**src/rtl/dglk_pbk_interp_if.sv**
```systemverilog
// Playback interpolator bus: control levels, upstream sample request/return, DAC output.
// The master side drives control and upstream samples; the interpolator side is the slave.
interface dglk_pbk_interp_if #(
  parameter int W_PBK = 16
);
  logic                    ena;
  logic [3:0]              log2_per;
  logic                    hold;
  logic signed [W_PBK-1:0] smp_in;
  logic                    smp_req;
  logic signed [W_PBK-1:0] dac_out;
  logic                    out_vld;
  logic                    underrun;

  modport master (
    output ena, log2_per, hold, smp_in,
    input  smp_req, dac_out, out_vld, underrun
  );

  modport slave (
    input  ena, log2_per, hold, smp_in,
    output smp_req, dac_out, out_vld, underrun
  );
endinterface

```
**src/rtl/dglk_pbk_interp.sv**
```systemverilog
// Linear/zero-order playback interpolator: prefetches samples into a small FIFO, ramps between them over 2^k cycles.
// dac_out is registered (one cycle after acc); requests throttle so FIFO + in-flight never exceed DEPTH.
module dglk_pbk_interp #(
  parameter int W_PBK = 16,
  parameter int LAT   = 4,
  parameter int DEPTH = 4
) (
  input  logic             clk,
  input  logic             rst_n,
  dglk_pbk_interp_if.slave bus
);
  localparam int AW = $clog2(DEPTH);
  localparam int CW = AW + 1;
  localparam int WA = W_PBK + 17;
  localparam int WD = W_PBK + 1;

  typedef enum logic [1:0] {IDLE, P0, P1, RUN} state_t;
  state_t state, state_nxt;

  logic [LAT-1:0]          inflt, live;
  logic signed [W_PBK-1:0] mem [DEPTH];
  logic [AW-1:0]           wp, rp;
  logic [CW-1:0]           cnt;
  logic [3:0]              live_cnt;
  logic [7:0]              occ;
  logic                    push, pop, fifo_ne, dead, req, seg_end;
  logic signed [W_PBK-1:0] head, s0, s1;
  logic signed [WD-1:0]    delta, delta_eff;
  logic signed [WA-1:0]    acc;
  logic [15:0]             phase;
  logic [3:0]              k_q;

  function automatic logic signed [WA-1:0] scale(input logic signed [W_PBK-1:0] v, input logic [3:0] k);
    return WA'(v) <<< k;
  endfunction

  always_comb begin
    live_cnt = '0;
    for (int i = 0; i < LAT; i++) live_cnt = live_cnt + 4'(live[i]);
  end

  // Killed requests (issued before ena dropped) must drain before new ones go out.
  assign dead      = |(inflt & ~live);
  assign occ       = 8'(cnt) + 8'(live_cnt);
  assign req       = bus.ena && (state != IDLE) && !dead && (occ < 8'(DEPTH));
  assign push      = live[LAT-1] && bus.ena;
  assign fifo_ne   = (cnt != '0);
  assign head      = mem[rp];
  assign seg_end   = (phase == ((16'd1 << k_q) - 16'd1));
  assign delta_eff = bus.hold ? '0 : delta;
  assign bus.smp_req = req;

  always_ff @(posedge clk or negedge rst_n) begin
    if (!rst_n) begin
      inflt <= '0;
      live  <= '0;
    end else begin
      inflt <= (inflt << 1) | LAT'(req);
      live  <= bus.ena ? ((live << 1) | LAT'(req)) : '0;
    end
  end

  always_ff @(posedge clk) begin
    if (push) mem[wp] <= bus.smp_in;
  end

  always_ff @(posedge clk or negedge rst_n) begin
    if (!rst_n) begin
      wp  <= '0;
      rp  <= '0;
      cnt <= '0;
    end else if (!bus.ena) begin
      wp  <= '0;
      rp  <= '0;
      cnt <= '0;
    end else begin
      if (push) wp <= wp + AW'(1);
      if (pop)  rp <= rp + AW'(1);
      cnt <= cnt + CW'(push) - CW'(pop);
    end
  end

  always_ff @(posedge clk or negedge rst_n) begin
    if (!rst_n) state <= IDLE;
    else        state <= state_nxt;
  end

  always_comb begin
    state_nxt = state;
    pop       = 1'b0;
    if (!bus.ena) begin
      state_nxt = IDLE;
    end else begin
      case (state)
        IDLE: state_nxt = P0;
        P0: if (fifo_ne) begin
          pop       = 1'b1;
          state_nxt = P1;
        end
        P1: if (fifo_ne) begin
          pop       = 1'b1;
          state_nxt = RUN;
        end
        RUN:     pop = seg_end && fifo_ne;
        default: state_nxt = IDLE;
      endcase
    end
  end

  always_ff @(posedge clk or negedge rst_n) begin
    if (!rst_n) begin
      s0           <= '0;
      s1           <= '0;
      delta        <= '0;
      acc          <= '0;
      phase        <= '0;
      k_q          <= '0;
      bus.dac_out  <= '0;
      bus.out_vld  <= 1'b0;
      bus.underrun <= 1'b0;
    end else begin
      bus.out_vld <= (state == RUN) && bus.ena;
      if (state == IDLE && bus.ena) bus.underrun <= 1'b0;
      case (state)
        P0: if (pop) begin
          s0  <= head;
          acc <= scale(head, bus.log2_per);
        end
        P1: if (pop) begin
          s1    <= head;
          delta <= WD'(head) - WD'(s0);
          phase <= '0;
          k_q   <= bus.log2_per;
          acc   <= scale(s0, bus.log2_per);
        end
        RUN: if (bus.ena) begin
          bus.dac_out <= W_PBK'(acc >>> k_q);
          // Segment end rebases acc on the next sample so rounding error never accumulates.
          if (seg_end) begin
            s0    <= s1;
            acc   <= scale(s1, bus.log2_per);
            phase <= '0;
            k_q   <= bus.log2_per;
            if (fifo_ne) begin
              s1    <= head;
              delta <= WD'(head) - WD'(s1);
            end else begin
              delta        <= '0;
              bus.underrun <= 1'b1;
            end
          end else begin
            acc   <= acc + WA'(delta_eff);
            phase <= phase + 16'd1;
          end
        end
        default: ;
      endcase
    end
  end
endmodule

```
**src/flat_wrapper.sv**
```systemverilog
// flat-port wrapper written by rule: the top's interface ports become plain ports
module dglk_pbk_interp_flat 
#(
  parameter int W_PBK = 16,
  parameter int LAT   = 4,
  parameter int DEPTH = 4
)
  (clk, rst_n, bus_ena, bus_log2_per, bus_hold, bus_smp_in, bus_smp_req, bus_dac_out, bus_out_vld, bus_underrun);
  dglk_pbk_interp_if #(.W_PBK(W_PBK)) bus_i ();
  input  logic clk;
  input  logic rst_n;
  input wire logic [$bits(bus_i.ena)-1:0] bus_ena;
  input wire logic [$bits(bus_i.log2_per)-1:0] bus_log2_per;
  input wire logic [$bits(bus_i.hold)-1:0] bus_hold;
  input wire logic [$bits(bus_i.smp_in)-1:0] bus_smp_in;
  output wire logic [$bits(bus_i.smp_req)-1:0] bus_smp_req;
  output wire logic [$bits(bus_i.dac_out)-1:0] bus_dac_out;
  output wire logic [$bits(bus_i.out_vld)-1:0] bus_out_vld;
  output wire logic [$bits(bus_i.underrun)-1:0] bus_underrun;
  assign bus_i.ena = bus_ena;
  assign bus_i.log2_per = bus_log2_per;
  assign bus_i.hold = bus_hold;
  assign bus_i.smp_in = bus_smp_in;
  assign bus_smp_req = bus_i.smp_req;
  assign bus_dac_out = bus_i.dac_out;
  assign bus_out_vld = bus_i.out_vld;
  assign bus_underrun = bus_i.underrun;
  dglk_pbk_interp #(.W_PBK(W_PBK), .LAT(LAT), .DEPTH(DEPTH)) u_core (.clk(clk), .rst_n(rst_n), .bus(bus_i));
endmodule
```
**config.mk**
```make
export PLATFORM = sky130hd
export DESIGN_NAME = dglk_pbk_interp_flat
export DESIGN_NICKNAME = d
export VERILOG_FILES = /design/src/rtl/dglk_pbk_interp_if.sv /design/src/rtl/dglk_pbk_interp.sv /design/src/flat_wrapper.sv
export SDC_FILE = /design/constraint.sdc
export NUM_CORES = 1
export LEC_CHECK = 0
export CAP_MARGIN = 20
export CORE_MARGIN = 2
export CORE_UTILIZATION = 68
export DETAILED_ROUTE_END_ITERATION = 16
export PLACE_DENSITY = 0.94
export SYNTH_ARGS = -nofsm -noshare
export SYNTH_HDL_FRONTEND = slang
export SYNTH_SLANG_ARGS = --single-unit
```
**constraint.sdc**
```tcl
create_clock -name clk -period 13.6 [get_ports clk]
set_input_delay 1.36 -clock clk [delete_from_list [all_inputs] [get_ports clk]]
set_output_delay 1.36 -clock clk [all_outputs]
set_load 0.05 [all_outputs]
```
==> summary.md <==
| Metric | Value |
|---|---|
| Root Buffer | clkbuf_16 |
| Syn Nets | roughly 1800 |
| Synth Flop Type | dfrtp_1 |
| Worst Hold Depth | 0 |
| CP peak stage delay | between 0.8 and 0.9 ns |
| Data arrival, critical path | around 4.7 ns |
| Worst-path clk slew | around 0.08 ns |
| Critical Path Sink Type | output port |
| Post-synth design cell area | 15200 um^2 |
| # nets final | 1749 |
| First-pass GRT wire length | 67300 um |
| Die Area | about 24000 um^2 |
| Antenna fix cells | 0 |
| Core area | 21800 um^2 |
| DRC errors left | 0 |
| Starting density of the core | 69.5% |
| Slew margin rel. | 27.3% |
| CTS Buf Count | 17 |
| Total track usage | 35.8% |
| Mapped Cells | 1662 |
| Post-Place Cell Area | ~16000 um^2 |
| Area delta synth->final | 7.26% |
| Post-route minimum period | 6.06 ns |
| Max H-tree Level | 4 |
| Sequential fraction of the synthesis area | approximately a third |
| Hold_buf cts | 0 |
| P_leak | 0.00680 uW |
| Die width | about 150 um |
| DRT iter0 DRCs | 1820 |
| Critical path class | input port to output port |
| # IOs | 43 |
| Worst-Margin Slew | 1.09 ns |
| Row cnt | 54 |
| Post-DP HPWL | 30200 um |
| EDFF count, synth | 64 |
| Setup ws final | roughly 7.5 ns |
| Final WL | 41900 um |
| Port buffer count | 42 |
| FF-to-FF path depth | 20 |
| Final instance area | ~16000 um^2 |
| Final Skew | 0.0183 ns |
| Clk sinks | 199 |
| Synth Register Bits | about 200 |
| F_max | 0.165 GHz |
| Final Non-Filler Cells | 1935 |
| Hold slack | around 0.39 ns |
| Vias after detailed routing | approximately 13000 |
| Req. time, crit path | 12.24 ns |
| Number of global-route vias before repair | 12700 |
| Crit path max fanout | 15 |
| Levels on crit path | 6 |
| RSZ-0062 raised after global routing | false |
| MaxCap Viol Count | 0 |
| Mean routed wirelength per cell | 21.7 um |
| Antenna-violating nets left | 0 |
| Share of flip-flops with an asynchronous set or reset | 67.8% |
| # placed instances | 1900 |
| Avg Cell Area, Syn | 9.12 um^2 |
| Final number of hold-violating endpoints | 0 |
| Bufs and invs on worst path | 3 |
| Worst-path cell chain | clkdlybuf4s50_1 > inv_1 > or3_1 > a2111oi_0 > o211a_1 > clkdlybuf4s50_1 |
| Crit-path slowest cell | clkdlybuf4s50_1 |
| Placer congestion estimate | roughly 1.0 |
| PwrDens | 139 nW/um^2 |
| TritonRoute pass-1 iters | 7 |
| Initial antenna violation count | 1 |
| Yosys warning count | 0 |
| Max-slew violation count | 0 |
| Crit start category | input port |
| Deepest clock path buffer count | 2 |
| Tcrit/Tclk final | 44.5% |
| CTS resizes | 0 |
| Largest net degree at the start of global routing | 75 |
| Die Height | 153 um |
| Worst hold path type | flop to flop |
| Skew-Pair Late Insertion Delay | 0.47 ns |
| Most frequent CP cell | clkdlybuf4s50_1 |
| Outcome | finished, final reports clean |
| Setup TNS | 0 ns |
| TritonCTS clock tree | yes |
| Distinct cells, synth | 85 |
| Pre-CTS WS | 7.64 ns |
| Fraction of layout cells with a size suffix above 1 | 8.82% |
| CP top delay family | buffers and inverters |
| Overflow after GRT | 0 |
| Drt via density | 6.87 |
| Final setup violation count | 0 |
| Maximum VDD drop | 0.107 mV |
| Post-CTS Setup Inserts | 0 |
## where the power goes
group	switching (uW)	internal, uW	total [uW]
combinational	553	352	905
sequential	98.2	705	804
clock	290	257	547
## synth_stat cells (all sizes together) (22+ instances only)
library cell  number  area [um^2]
ha                78          976
xor2              29          254
nor2             141          549
mux2              22          248
nor2b             29          181
xnor2             41          359
buf               45          260
a211oi            23          173
o21ai            141          709
mux4              38          856
a21o              23          173
inv               70          263
nor3              27          140
o21a              28          211
dfrtp            135         3380
edfxtp            64         1920
mux2i             91          911
nand2            219          822
a21oi            105          529
clkbuf            52          195
## flip-flops by register name, indices dropped and copies added (netlist names)
signal               count
u_core.acc              31
u_core.bus.dac_out      16
u_core.bus.out_vld       1
u_core.bus.underrun      1
u_core.cnt               3
u_core.delta            17
u_core.inflt             4
u_core.k_q               4
u_core.live              4
u_core.mem              64
u_core.phase            16
u_core.rp                2
u_core.s0               16
u_core.s1               16
u_core.state             2
u_core.wp                2
## layout make-up
class / instances / area [um^2]
multi-input cells: 1294 / 9160
fillers: 1516 / 5560
flip-flops and latches: 199 / 5300
repair buffers: 58 / 562
clock buffers: 17 / 425
well taps: 280 / 350
inverters: 72 / 270
clock inverters: 15 / 196
## cell families after synthesis
kind of cell               count (synthesis)  share of synthesized area (%)
and+or+nand+nor                          529                           16.3
AOI/OAI and AO/OA                        461                           19.5
DFF                                      199                           35.0
buffers and inverters                    169                           4.79
muxes                                    151                           13.3
adders and majority gates                 83                           7.10
xor gates and xnor gates                  70                           4.04
## cells in the final DEF, fill, tap and decap left out, types with 41 or more instances in the layout
| cell | n |
|---|---|
| ha_1 | 77 |
| edfxtp_1 | 64 |
| mux2i_1 | 91 |
| a21oi_1 | 104 |
| dfrtp_1 | 134 |
| nand2_1 | 219 |
| nor2_1 | 137 |
| inv_1 | 68 |
| xnor2_1 | 41 |
| o21ai_0 | 133 |
## routing by layer
| layer | track usage [%] | vias to the layer above | part of all wire, % |
|---|---|---|---|
| met4 | 14.5 | 2 | 4.2 |
| met2 | 57.4 | 698 | 47 |
| met3 | 6.55 | 154 | 8.7 |
| met1 | 48.6 | 6409 | 40 |
| met5 | 0 | - | 0.033 |
| li1 | - | 6040 | - |
## worst paths after layout
kind	from	to	slack [ns]
min	u_core.inflt[1]$_DFF_PN0_	u_core.inflt[2]$_DFF_PN0_	0.39
min reg2reg	u_core.inflt[1]$_DFF_PN0_	u_core.inflt[2]$_DFF_PN0_	0.39
max	bus_ena	bus_smp_req	7.54
max in group asynchronous	rst_n	u_core.acc[20]$_DFFE_PN0P_	11.29
max reg2reg	u_core.k_q[3]$_DFFE_PN0P_	u_core.cnt[2]$_DFF_PN0_	8.54
min in group asynchronous	rst_n	u_core.delta[9]$_DFFE_PN0P_	0.86
## stage by stage
stage,utilization (%),power (uW)
floorplan,-,1440
global placement,71.4,1650
detailed placement,71.4,1680
CTS,74.2,2230
global route,74.5,2370
finish,74.5,2260
Power figures use the tool's default switching activity.
